--- config.mk ---
export PLATFORM = sky130hd
export DESIGN_NAME = sig_key_ctrl
export DESIGN_NICKNAME = d
export VERILOG_FILES = /design/src/rtl/sig_key_ctrl.sv
export SDC_FILE = /design/constraint.sdc
export NUM_CORES = 1
export LEC_CHECK = 0
export BUFFER_PORTS_ARGS = -buffer_cell sky130_fd_sc_hd__buf_2
export CAP_MARGIN = 20
export CORE_MARGIN = 5
export CORE_UTILIZATION = 49
export CTS_BUF_LIST = sky130_fd_sc_hd__clkbuf_8
export DETAILED_ROUTE_END_ITERATION = 8
export PLACE_DENSITY = 0.69
export SLEW_MARGIN = 20
export SYNTH_ARGS = -nofsm -noshare
export SYNTH_HDL_FRONTEND = slang
export SYNTH_SLANG_ARGS = --single-unit
--- constraint.sdc ---
create_clock -name clk50m -period 2.7 [get_ports clk50m]
set_input_delay 0.54 -clock clk50m [delete_from_list [all_inputs] [get_ports clk50m]]
set_output_delay 0.54 -clock clk50m [all_outputs]
set_load 0.05 [all_outputs]
--- src/rtl/sig_key_ctrl.sv ---
// Front-panel key controller: frequency index step/auto-repeat from UP/DOWN keys,
// waveform cycling from MODE, with a one-cycle strobe on any real config change.
module sig_key_ctrl #(
  parameter int IDX_W    = 8,
  parameter int IDX_MAX  = 199,
  parameter int HOLD_CYC = 25_000_000,
  parameter int RPT_CYC  = 5_000_000,
  parameter int CNT_W    = 25
) (
  input  logic             clk50m,
  input  logic             rst_n,
  input  logic             up_hi,
  input  logic             up_dbnc,
  input  logic             dn_hi,
  input  logic             dn_dbnc,
  input  logic             mode_hi,
  output logic [IDX_W-1:0] freq_idx,
  output logic [1:0]       wave_sel,
  output logic             cfg_upd,
  output logic             rpt_act
);

  typedef enum logic [1:0] {IDLE, HOLD, RPT} state_t;

  localparam logic [CNT_W-1:0] HOLD_LD = CNT_W'(HOLD_CYC - 1);
  localparam logic [CNT_W-1:0] RPT_LD  = CNT_W'(RPT_CYC - 1);
  localparam logic [IDX_W-1:0] IDX_TOP = IDX_W'(IDX_MAX);

  state_t           state_q, state_d;
  logic [CNT_W-1:0] timer_q, timer_d;
  logic             dir_q, dir_d;
  logic [IDX_W-1:0] idx_q, idx_d;
  logic [1:0]       wave_q, wave_d;
  logic             upd_q, upd_d;
  logic             rpt_q, rpt_d;

  logic             step_req;
  logic             step_dir;
  logic             sel_dbnc;

  assign sel_dbnc = dir_q ? dn_dbnc : up_dbnc;

  always_comb begin
    state_d  = state_q;
    timer_d  = timer_q;
    dir_d    = dir_q;
    step_req = 1'b0;
    step_dir = dir_q;
    case (state_q)
      IDLE: begin
        // Simultaneous UP+DOWN is ambiguous, so it is dropped entirely.
        if (up_hi && !dn_hi) begin
          step_req = 1'b1;
          step_dir = 1'b0;
          dir_d    = 1'b0;
          timer_d  = HOLD_LD;
          state_d  = HOLD;
        end else if (dn_hi && !up_hi) begin
          step_req = 1'b1;
          step_dir = 1'b1;
          dir_d    = 1'b1;
          timer_d  = HOLD_LD;
          state_d  = HOLD;
        end
      end
      HOLD, RPT: begin
        // Release wins over an expiring timer: no step on the release cycle.
        if (!sel_dbnc) begin
          state_d = IDLE;
          timer_d = '0;
        end else if (timer_q != '0) begin
          timer_d = timer_q - 1'b1;
        end else begin
          step_req = 1'b1;
          timer_d  = RPT_LD;
          state_d  = RPT;
        end
      end
      default: begin
        state_d = IDLE;
        timer_d = '0;
      end
    endcase
  end

  always_comb begin
    idx_d = idx_q;
    if (step_req) begin
      if (!step_dir) idx_d = (idx_q == IDX_TOP) ? idx_q : idx_q + 1'b1;
      else           idx_d = (idx_q == '0)      ? idx_q : idx_q - 1'b1;
    end
    wave_d = mode_hi ? wave_q + 2'd1 : wave_q;
    upd_d  = (idx_d != idx_q) || (wave_d != wave_q);
    rpt_d  = (state_d == RPT);
  end

  always_ff @(posedge clk50m or negedge rst_n) begin
    if (!rst_n) begin
      state_q <= IDLE;
      timer_q <= '0;
      dir_q   <= 1'b0;
      idx_q   <= '0;
      wave_q  <= 2'd0;
      upd_q   <= 1'b0;
      rpt_q   <= 1'b0;
    end else begin
      state_q <= state_d;
      timer_q <= timer_d;
      dir_q   <= dir_d;
      idx_q   <= idx_d;
      wave_q  <= wave_d;
      upd_q   <= upd_d;
      rpt_q   <= rpt_d;
    end
  end

  assign freq_idx = idx_q;
  assign wave_sel = wave_q;
  assign cfg_upd  = upd_q;
  assign rpt_act  = rpt_q;

endmodule

==> summary.md, run 1 <==
| Metric | Value |
|---|---|
| Hold crit path type | primary input to async pin |
| Largest net degree at the start of global routing | 41 |
| Startpoint Class | flip-flop |
| Yosys warns | 0 |
| Multi-input logic area | ~1600 µm² |
| Synth top area share | ~37% |
| Vias | around 2600 |
| Fillcell total | a little under 500 |
| Port bufs | 18 |
| Cell Area, Synth | roughly 2700 µm² |
| Post-layout nets | around 360 |
| Hold slack | approximately 0.37 ns |
| Layout cells sized above 1 | between 10% and 20% |
| R2r endpoint | freq_idx[0] |
| Slowest stage delay, CP | roughly 0.52 ns |
| R2r setup slk | 0.22 ns |
| Dpl hpwl | approximately 5100 µm |
| Worst VDD drop | 0.5903 mV |
| Final hold vios | 0 |
| Slew Viols, Final | 0 |
| Critical-path cell list | inv_1, ha_1, or4b_4, or3_4, nor3_2, o21ai_0, xnor2_1 |
| Num CTS Buffers | 5 |
| Crit path max-delay cell type | or4b_4 |
| Pwr/cell area | 1198 nW/µm² |
| Asr flop ratio synth | 100.0% |
| DP Cell Count | between 400 and 500 |
| Post-layout util | between 50 and 60% |
| #FFs+latches synth | 40 |
| Die H | about 84 µm |
| CTS sink cnt | 40 |
| Run status | complete, no violations |
| Die area | 7074 µm² |
| # Post-CTS Setup Buffers | 0 |
| Tcrit/Tclk final | 91.72% |
| # IOs | 19 |
| Core Region | about 5400 µm² |
| Clock Skew | approximately 0.0077 ns |
| Detailed-route wire length | between 7000 and 8000 µm |
| Area growth, synth to finish | 12.41% |
| Tot Pwr | around 3.6 mW |
| Max-slew headroom | 37.25% |
| Vias in the first global route | between 2000 and 2500 |
| Ant. Diodes | 0 |
| First drt pass iteration count | 5 |
| Final worst path period need | roughly 2.5 ns |
| Non-Filler Instances | slightly above 400 |
| Leakage | around 1.3 nW |
| H-tree Lvls | 2 |
| CP arrival | between 2 and 3 ns |
| Max Clk Rate | roughly 0.40 GHz |
| Seq/Total Area, Yosys | 37.19% |
| Worst-skew pair later-pin latency | 0.30 ns |
| Via density | around 6.4 |
| Routed Antenna Nets | 0 |
| Yosys cell types | 60 |
| RSZ-0062 raised after global routing | no |
| Routability congestion estimate | 0.9051 |
| Top cells by area, synth | dfrtp_1 (37%), o21ai_0 (5.0%), a21oi_1 (3.9%), ha_1 (3.7%), nand2_1 (3.6%) |
| Worst r2r path cells | 7 |
| Max-capacitance violation count | 0 |
| Slew @ Worst Pin | between 0.9 and 1 ns |
| Crit path kind | flip-flop to flip-flop |
| Worst setup EP type | flip-flop |
| CTS tree | done |
| Final setup violation count | 0 |
| Leading area contributor after synthesis | dfrtp_1 |
| First-pass GRT wire length | 12130 µm |
| Clock Tree Root | clkbuf_8 |
| DRC violation count after routing | 0 |
| Clock-pin transition on the worst setup and hold timing paths | around 0.080 ns |
| Required @ worst endpoint | ~2.9 ns |
| Most used DFF post-synth | dfrtp_1 |
| Avg Cell Area, Syn | about 8.6 µm² |
| Crit Reg-Reg Startpoint | timer_q[0] |
| Initial antenna violation count | 0 |
| Post-synth EDFFs | 0 |
| Crit Path Max Fanout | 5 |
| Die W | ~84 µm |
| Maximum buffer depth of the clock tree | 2 |
| Grt ovf | 0 |
| Cts repair resizes | 0 |
| Row Count | 27 |
| Setup Total Neg Slack | 0 ns |
| Post-Synthesis Cells | 314 |
| Initial core utilization | between 40% and 50% |
| Hold Buf Count CTS | 0 |
| DR iter-0 viols | 140 |
| Reg area | ~1000 µm² |
| Total GRT Usage | 20.71% |
| Syn Nets | 329 |
| DR WL/cell | 17.01 µm |
[Yosys cell counts (4+ instances only)]
cell	n
dfrtp_1	40
o31ai_1	5
or3_1	8
nand2_1	26
clkbuf_1	6
inv_1	16
o21ai_0	27
a31oi_1	5
o211ai_1	6
nand2b_1	5
o311ai_0	6
o221ai_1	4
nor3_1	16
ha_1	8
nand4_1	6
nor4_1	4
a21oi_1	21
nor2_1	22
nand3_1	16
[flip-flops by register name (all words and copies together) (netlist names)]
register  flops
cfg_upd       1
rpt_act       1
timer_q      25
state_q       2
dir_q         1
freq_idx      8
wave_sel      2
[metrics by stage]
stage,setup slack [ns],area [µm²]
6_report,0.2235,3025
2_1_floorplan,0.3018,2691
3_5_place_dp,0.2452,2897
5_1_grt,0.07000,3025
3_3_place_gp,0.2683,2897
4_1_cts,0.2337,3025
[placed cells by master (no fill, tap or decap), types with 3 or more instances in the layout]
master | synthesis | layout
a21oi_1 | 21 | 21
o2bb2ai_1 | 3 | 3
a21boi_0 | 3 | 3
or3_1 | 8 | 8
nand2_1 | 26 | 26
nand2b_1 | 5 | 5
mux2i_1 | 3 | 3
or4_1 | 3 | 3
nand3_1 | 16 | 16
nor3_1 | 16 | 16
dfrtp_1 | 40 | 40
inv_1 | 16 | 16
o21ai_0 | 27 | 27
xnor2_1 | 3 | 3
o22ai_1 | 3 | 3
clkbuf_8 | 2 | 5
buf_2 | 2 | 18
a2bb2oi_1 | 3 | 3
o211ai_1 | 6 | 6
o311ai_0 | 6 | 6
nor4_1 | 4 | 4
a31oi_1 | 5 | 5
o31ai_1 | 5 | 5
a31o_2 | 3 | 3
ha_1 | 8 | 8
nand4_1 | 6 | 6
o221ai_1 | 4 | 4
nor2_1 | 22 | 22
buf_4 | 0 | 12
[kinds of logic (layout without fill, tap and decap cells)]
group	after synthesis	after routing	share of synthesized area (%)
compound gates	104	104	25.80
xor+xnor	5	5	1.627
flops	40	40	37.19
mux	4	4	1.534
simple gates	126	126	25.48
buf+inv	27	53	4.649
fa+ha+maj	8	8	3.719
[critical path: cells and delay by family, from the launching register on]
kind	cells	cell delay, ns
AO/OA/AOI/OAI	1	0.21
XOR/XNOR	1	0.16
adder cells (fa/ha/maj)	1	0.21
buffers and inverters	1	0.07
flip-flops	1	0.42
AND/OR/NAND/NOR	3	1.28
[power breakdown]
part	internal (mW)	total (mW)	leakage [nW]	switching, mW
Combinational	0.686	1.90	0.716	1.22
Sequential	0.828	1.14	0.492	0.312
Clock	0.364	0.581	0.0642	0.217
Total	1.88	3.62	1.27	1.75
[layout make-up]
cell class	instances	area share, %
inverter	16	1.985
multi-input combinational	247	51.74
timing repair buffer	30	5.955
tap	72	2.978
clock inverter	2	1.985
clock buffer	5	2.275
sequential	40	33.09
[worst max path at each step]
stage | start | end | slack [ns]
after floorplan | freq_idx[1] | freq_idx[1] | 0.30
after global placement | up_hi | timer_q[18] | 0.27
after detailed placement | up_hi | timer_q[18] | 0.25
after CTS | timer_q[0] | freq_idx[0] | 0.23
after global routing | state_q[0] | timer_q[18] | 0.07
final | timer_q[0] | freq_idx[0] | 0.22
[routing by layer]
layer | up-vias | routed length [µm] | GRT usage [%]
li1 | 1248 | - | -
met1 | 1257 | 3152 | 28.51
met2 | 113 | 3275 | 33.79
met3 | 11 | 480 | 3.554
met4 | 0 | 102 | 5.263
met5 | - | 0 | 0
Note: power is estimated with default switching activity, not from simulation.
==> inputs of run 2 (changes only) <==
--- a/config.mk
+++ b/config.mk
@@ -12,6 +12,7 @@
 export CTS_BUF_LIST = sky130_fd_sc_hd__clkbuf_8
 export DETAILED_ROUTE_END_ITERATION = 8
 export PLACE_DENSITY = 0.69
+export RECOVER_POWER = 25
 export SLEW_MARGIN = 20
 export SYNTH_ARGS = -nofsm -noshare
 export SYNTH_HDL_FRONTEND = slang
==> run 2 against run 1 <==
Compared with the run above: global-route usage stayed put; count of clock-buffer cells in the layout unchanged; first-iteration DRC count did not move; clock skew about the same; non-clock buffer count stayed put; fmax barely moved; largest cell class unchanged; hold slack improved by 0.039 ns; combinational power is essentially flat; sequential cell count stayed put; sequential share of layout area did not move; critical path type unchanged; register-to-register slack is essentially flat; utilization is the same.
==> summary.md, run 2 (synthesis results as in run 1) <==
| Metric | Value |
|---|---|
| Num CTS Buffers | 5 (unchanged) |
| Layout cells sized above 1 | 16.47% (unchanged) |
| Vias in the first global route | 2470 (unchanged) |
| Critical-path cell list | inv_1, ha_1, or4b_4, or3_4, nor3_2, o21ai_0, xnor2_1 |
| First drt pass iteration count | 5 (unchanged) |
| Max-capacitance violation count | 0 (unchanged) |
| First-pass GRT wire length | 12130 µm (unchanged) |
| Hold crit path type | primary input to async pin |
| Row Count | 27 (unchanged) |
| Slew Viols, Final | 0 (unchanged) |
| Maximum buffer depth of the clock tree | 2 (unchanged) |
| CTS sink cnt | 40 (unchanged) |
| Pwr/cell area | 1196 nW/µm² (about the same) |
| R2r setup slk | 0.23 ns (about the same) |
| Crit Path Max Fanout | 5 (unchanged) |
| Ant. Diodes | 0 (unchanged) |
| Required @ worst endpoint | 2.88 ns (about the same) |
| H-tree Lvls | 2 (unchanged) |
| Fillcell total | 491 (unchanged) |
| Startpoint Class | flip-flop |
| Routability congestion estimate | 0.9051 (unchanged) |
| Grt ovf | 0 (unchanged) |
| Crit path kind | flip-flop to flip-flop |
| Initial core utilization | 49.79% (unchanged) |
| Crit path max-delay cell type | or4b_4 |
| Port bufs | 18 (unchanged) |
| # IOs | 19 (unchanged) |
| Clock Tree Root | clkbuf_8 |
| Max-slew headroom | 30.16% (-7.1 points) |
| Initial antenna violation count | 0 (unchanged) |
| Die H | 84.11 µm (unchanged) |
| Die area | 7074 µm² (unchanged) |
| Buf/Inv on CP | 1 (unchanged) |
| Largest net degree at the start of global routing | 41 (unchanged) |
| # Post-CTS Setup Buffers | 0 (unchanged) |
| Final hold vios | 0 (unchanged) |
| Non-Filler Instances | 412 (unchanged) |
| Setup Total Neg Slack | 0 ns (unchanged) |
| Routed Antenna Nets | 0 (unchanged) |
| DR iter-0 viols | 140 (unchanged) |
| Tcrit/Tclk final | 91.66% (about the same) |
| Final setup violation count | 0 (unchanged) |
| Cts repair resizes | 0 (unchanged) |
| Clock Skew | 0.007728 ns (+0.00003137 ns) |
| Final worst path period need | 2.475 ns (-0.001697 ns) |
| CP arrival | 2.66 ns (about the same) |
| Run status | complete, no violations |
| Largest register FFs | 25 (unchanged) |
| Most common cell after layout, fill and taps aside | dfrtp_1 |
| Clock-pin transition on the worst setup and hold timing paths | 0.08 ns (about the same) |
| Leakage | 1.273 nW (about the same) |
| Most frequent cells in the layout | dfrtp_1 (40), o21ai_0 (27), nand2_1 (26) |
| Hold Buf Count CTS | 0 (unchanged) |
| Via density | 6.408 (+0.42%) |
| Area growth, synth to finish | 12.41% (unchanged) |
| Die W | 84.11 µm (unchanged) |
| DP Cell Count | 405 (unchanged) |
| CP top delay family | simple AND/OR/NAND/NOR gates |
| Worst setup EP type | flip-flop |
| DRC violation count after routing | 0 (unchanged) |
| Total GRT Usage | 20.71% (unchanged) |
| Max Clk Rate | 0.4041 GHz (about the same) |
| Vias | 2640 (+0.42%) |
| Worst VDD drop | 0.5904 mV (about the same) |
| Hold slack | 0.4077 ns (+0.03875 ns) |
| Slowest stage delay, CP | 0.52 ns (about the same) |
| DR WL/cell | 17.01 µm (unchanged) |
| Worst-skew pair later-pin latency | 0.30 ns (about the same) |
| Core Region | 5405 µm² (unchanged) |
| CTS tree | done |
| Post-layout nets | 355 (unchanged) |
| Slew @ Worst Pin | 1.048 ns (+0.1063 ns) |
| Tot Pwr | 3.620 mW (about the same) |
| Detailed-route wire length | 7010 µm (unchanged) |
| Dpl hpwl | 5095 µm (unchanged) |
| Most flop-heavy register | timer_q |
| RSZ-0062 raised after global routing | no |
[run 2: changes by cell type in the layout (fill, tap and decap cells not counted)]
cell	delta
buf_2	-1
clkbuf_2	+1
[run 2: report_power, final]
| group | internal, mW | switching (mW) |
|---|---|---|
| sequential | 0.828 | 0.311 |
| clock | 0.364 | 0.216 |
| combinational | 0.685 | 1.22 |
| total | 1.88 | 1.74 |
[run 2: final cells by class]
type	instances	area, µm²	share of cell area (%)
timing repair buffer	30	180.2	5.955
tap	72	90.09	2.978
sequential	40	1001	33.09
inverter	16	60.06	1.985
multi-input combinational	247	1565	51.74
clock buffer	5	68.82	2.275
clock inverter	2	60.06	1.985
[run 2: path summary, 6_finish.rpt]
| check | endpoint | depth (start not counted) | from |
|---|---|---|---|
| max | freq_idx[0] | 7 | timer_q[0] |
| min | freq_idx[2] | 1 | rst_n |
| max reg2reg | freq_idx[0] | 7 | timer_q[0] |
| min reg2reg | wave_sel[1] | 1 | wave_sel[1] |
| max in group asynchronous | state_q[0] | 1 | rst_n |
| min in group clk50m | wave_sel[0] | 2 | mode_hi |
[run 2: metal layers]
metal	share of wire, %	vias to the layer above	track usage [%]
met3	6.7	11	3.554
li1	-	1248	-
met2	46	110	33.79
met1	45	1271	28.51
met5	0	-	0
met4	1.5	0	5.263
[run 2: metrics by stage]
stage / setup WS (ns) / utilization (%) / cell area, µm²
after detailed placement: 0.2452 / 53.59 / 2897
after global placement: 0.2683 / 53.59 / 2897
after global routing: 0.07000 / 55.97 / 3025
final: 0.2252 / 55.97 / 3025
after floorplan: 0.3018 / - / 2691
after CTS: 0.2337 / 55.97 / 3025
==> inputs of run 3 (changes only) <==
--- a/config.mk
+++ b/config.mk
@@ -11,7 +11,8 @@
 export CORE_UTILIZATION = 49
 export CTS_BUF_LIST = sky130_fd_sc_hd__clkbuf_8
 export DETAILED_ROUTE_END_ITERATION = 8
-export PLACE_DENSITY = 0.69
+export GPL_TIMING_DRIVEN = 0
+export PLACE_DENSITY = 0.67
 export RECOVER_POWER = 25
 export SLEW_MARGIN = 20
 export SYNTH_ARGS = -nofsm -noshare
==> run 3 against run 2 <==
Compared with the run above: worst setup slack worse by 0.11 ns; largest cell class unchanged; via count is 1.6% lower; hold slack better by 0.032 ns; power is 2.9% lower; the flow now finishes with violations (capacitance limit, slew limit); fmax is 4.2% lower; clock power is 16% lower; final area is 1.1% lower; sequential share of layout area is 0.37 points higher; utilization is 0.63 points lower.
==> summary.md, run 3 (synthesis results as in run 1) <==
| Metric | Value |
|---|---|
| Run status | finished with violations |
| Failing checks | capacitance limit, slew limit |
| Via density | 6.306 (-1.6%) |
| Slew Viols, Final | 41 (+41) |
| R2r endpoint | timer_q[17] |
| Slowest stage delay, CP | 0.53 ns (about the same) |
| Final worst path period need | 2.584 ns (+0.1096 ns) |
| Die area | 7074 µm² (unchanged) |
| Routability congestion estimate | 0.8933 (-1.3%) |
| Tot Pwr | 3.516 mW (-2.9%) |
| Hold path startpoint | mode_hi |
| R2r setup slk | 0.12 ns (-0.11 ns) |
| Final hold vios | 0 (unchanged) |
| Layout cells sized above 1 | 14.71% (-1.8 points) |
| Max Clk Rate | 0.3869 GHz (-4.2%) |
| RSZ-0062 raised after global routing | yes |
| Initial antenna violation count | 0 (unchanged) |
| Ant. Diodes | 0 (unchanged) |
| Leakage | 1.252 nW (-1.6%) |
| Largest register FFs | 25 (unchanged) |
| CTS tree | done |
| # IOs | 19 (unchanged) |
| Hold Buf Count CTS | 0 (unchanged) |
| Vias in the first global route | 2466 (-0.16%) |
| Grt ovf | 0 (unchanged) |
| Post-layout util | 55.35% (-0.63 points) |
| Routed Antenna Nets | 0 (unchanged) |
| Post-route cell area | 2992 µm² (-1.1%) |
| DR iter-0 viols | 286 (+100%) |
| Maximum buffer depth of the clock tree | 2 (unchanged) |
| Initial core utilization | 49.79% (unchanged) |
| Non-Filler Instances | 412 (unchanged) |
| Crit path max-delay cell type | or4b_4 |
| Most flop-heavy register | timer_q |
| Startpoint Class | flip-flop |
| Hold Path Sink | wave_sel[0] |
| Row Count | 27 (unchanged) |
| Pwr/cell area | 1175 nW/µm² (-1.8%) |
| Tcrit/Tclk final | 95.72% (+4.1 points) |
| Hold crit path type | primary input to flip-flop |
| Clock Tree Root | clkbuf_8 |
| First drt pass iteration count | 5 (unchanged) |
| Clock Skew | 0.01290 ns (+0.005171 ns) |
| CTS sink cnt | 40 (unchanged) |
| Worst-skew pair later-pin latency | 0.30 ns (about the same) |
| Clock-pin transition on the worst setup and hold timing paths | 0.08 ns (about the same) |
| Final setup violation count | 0 (unchanged) |
| Port bufs | 18 (unchanged) |
| WL met2 | 3246 µm (-0.18%) |
| # Post-CTS Setup Buffers | 0 (unchanged) |
| Post-layout nets | 354 (-0.28%) |
| Crit Reg-Reg Startpoint | timer_q[0] |
| Origin of the worst setup path | timer_q[0] |
| Most common cell after layout, fill and taps aside | dfrtp_1 |
| DP Cell Count | 404 (-0.25%) |
| Die H | 84.11 µm (unchanged) |
| CP arrival | 2.75 ns (+0.09 ns) |
| Worst r2r path cells | 7 (unchanged) |
| Critical-path cell list | inv_1, ha_1, or4b_4, or3_4, o21ai_0, o21ai_0, o2bb2ai_1 |
| Die W | 84.11 µm (unchanged) |
| Routed length on met1 | 3402 µm (+6.9%) |
| Core Region | 5405 µm² (unchanged) |
| Uppermost layer routed | met4 |
| Total GRT Usage | 20.72% (about the same) |
| H-tree Lvls | 2 (unchanged) |
| Detailed-route wire length | 7100 µm (+1.3%) |
| Most frequent cells in the layout | dfrtp_1 (40), o21ai_0 (27), nand2_1 (26) |
| Slew @ Worst Pin | 2.122 ns (+1.074 ns) |
| Required @ worst endpoint | 2.86 ns (-0.02 ns) |
| Largest net degree at the start of global routing | 41 (unchanged) |
| Crit Path Max Fanout | 5 (unchanged) |
| Area growth, synth to finish | 11.16% |
| Top cell by count, worst path | o21ai_0 |
| DR WL/cell | 17.23 µm (+1.3%) |
| CP top delay family | simple AND/OR/NAND/NOR gates |
| Dpl hpwl | 5023 µm (-1.4%) |
| Buf/Inv on CP | 1 (unchanged) |
| Max-slew headroom | -41.46% (-72 points) |
| Num CTS Buffers | 5 (unchanged) |
| WHS Path Cells | 2 |
| First-pass GRT wire length | 12090 µm (-0.35%) |
| Routed wl met3 | 350 µm (-26%) |
| Crit path kind | flip-flop to flip-flop |
| Placed Area | 2872 µm² (-0.86%) |
| DRC violation count after routing | 0 (unchanged) |
| Worst setup EP type | flip-flop |
| Max-capacitance violation count | 1 (+1) |
| Fillcell total | 523 (+6.5%) |
| Vias | 2598 (-1.6%) |
| Worst VDD drop | 0.4983 mV (-16%) |
-- run 3: what timing repair did --
item | 4_1_cts | 5_1_grt
resized for setup | 0 | 3
hold endpoints to repair | 0 | 0
endpoints found under the setup margin | 0 | 11
-- run 3: layout make-up --
class / instances / area (µm²) / share of cell area, %
Multi-Input combinational cell: 247 / 1579 / 52.78
Sequential cell: 40 / 1001 / 33.46
Tap cell: 72 / 90.09 / 3.011
Timing Repair Buffer: 18 / 88.84 / 2.969
Clock buffer: 5 / 68.82 / 2.300
Buffer: 11 / 65.06 / 2.175
Inverter: 16 / 60.06 / 2.008
Clock inverter: 3 / 38.79 / 1.297
-- run 3: power breakdown --
| group | internal [mW] | total (mW) | switching [mW] |
|---|---|---|---|
| clock | 0.271 | 0.486 | 0.215 |
| sequential | 0.828 | 1.12 | 0.295 |
| combinational | 0.660 | 1.91 | 1.25 |
-- run 3: worst max-delay path by stage --
stage	endpoint	slack (ns)	cells past startpoint
2_1_floorplan	freq_idx[1]	0.30	7
3_3_place_gp	timer_q[10]	-0.05	8
3_5_place_dp	timer_q[10]	-0.02	8
4_1_cts	timer_q[14]	0.05	8
5_1_grt	timer_q[17]	-0.02	7
6_report	timer_q[17]	0.12	7
-- run 3: routing by layer --
metal	GRT usage, %	vias up
met5	0	-
met3	3.554	13
met4	6.579	0
li1	-	1245
met2	31.71	95
met1	29.81	1245
-- run 3: per-stage QoR --
step           hold slack, ns  TNS [ns]  worst slack, ns
3_5_place_dp           0.4618  -0.01868         -0.01868
4_1_cts                0.3923         0          0.04704
2_1_floorplan          0.2444         0           0.3018
5_1_grt                0.4507  -0.02933         -0.01531
6_report               0.4400         0           0.1156
3_3_place_gp           0.4574  -0.04640         -0.04640
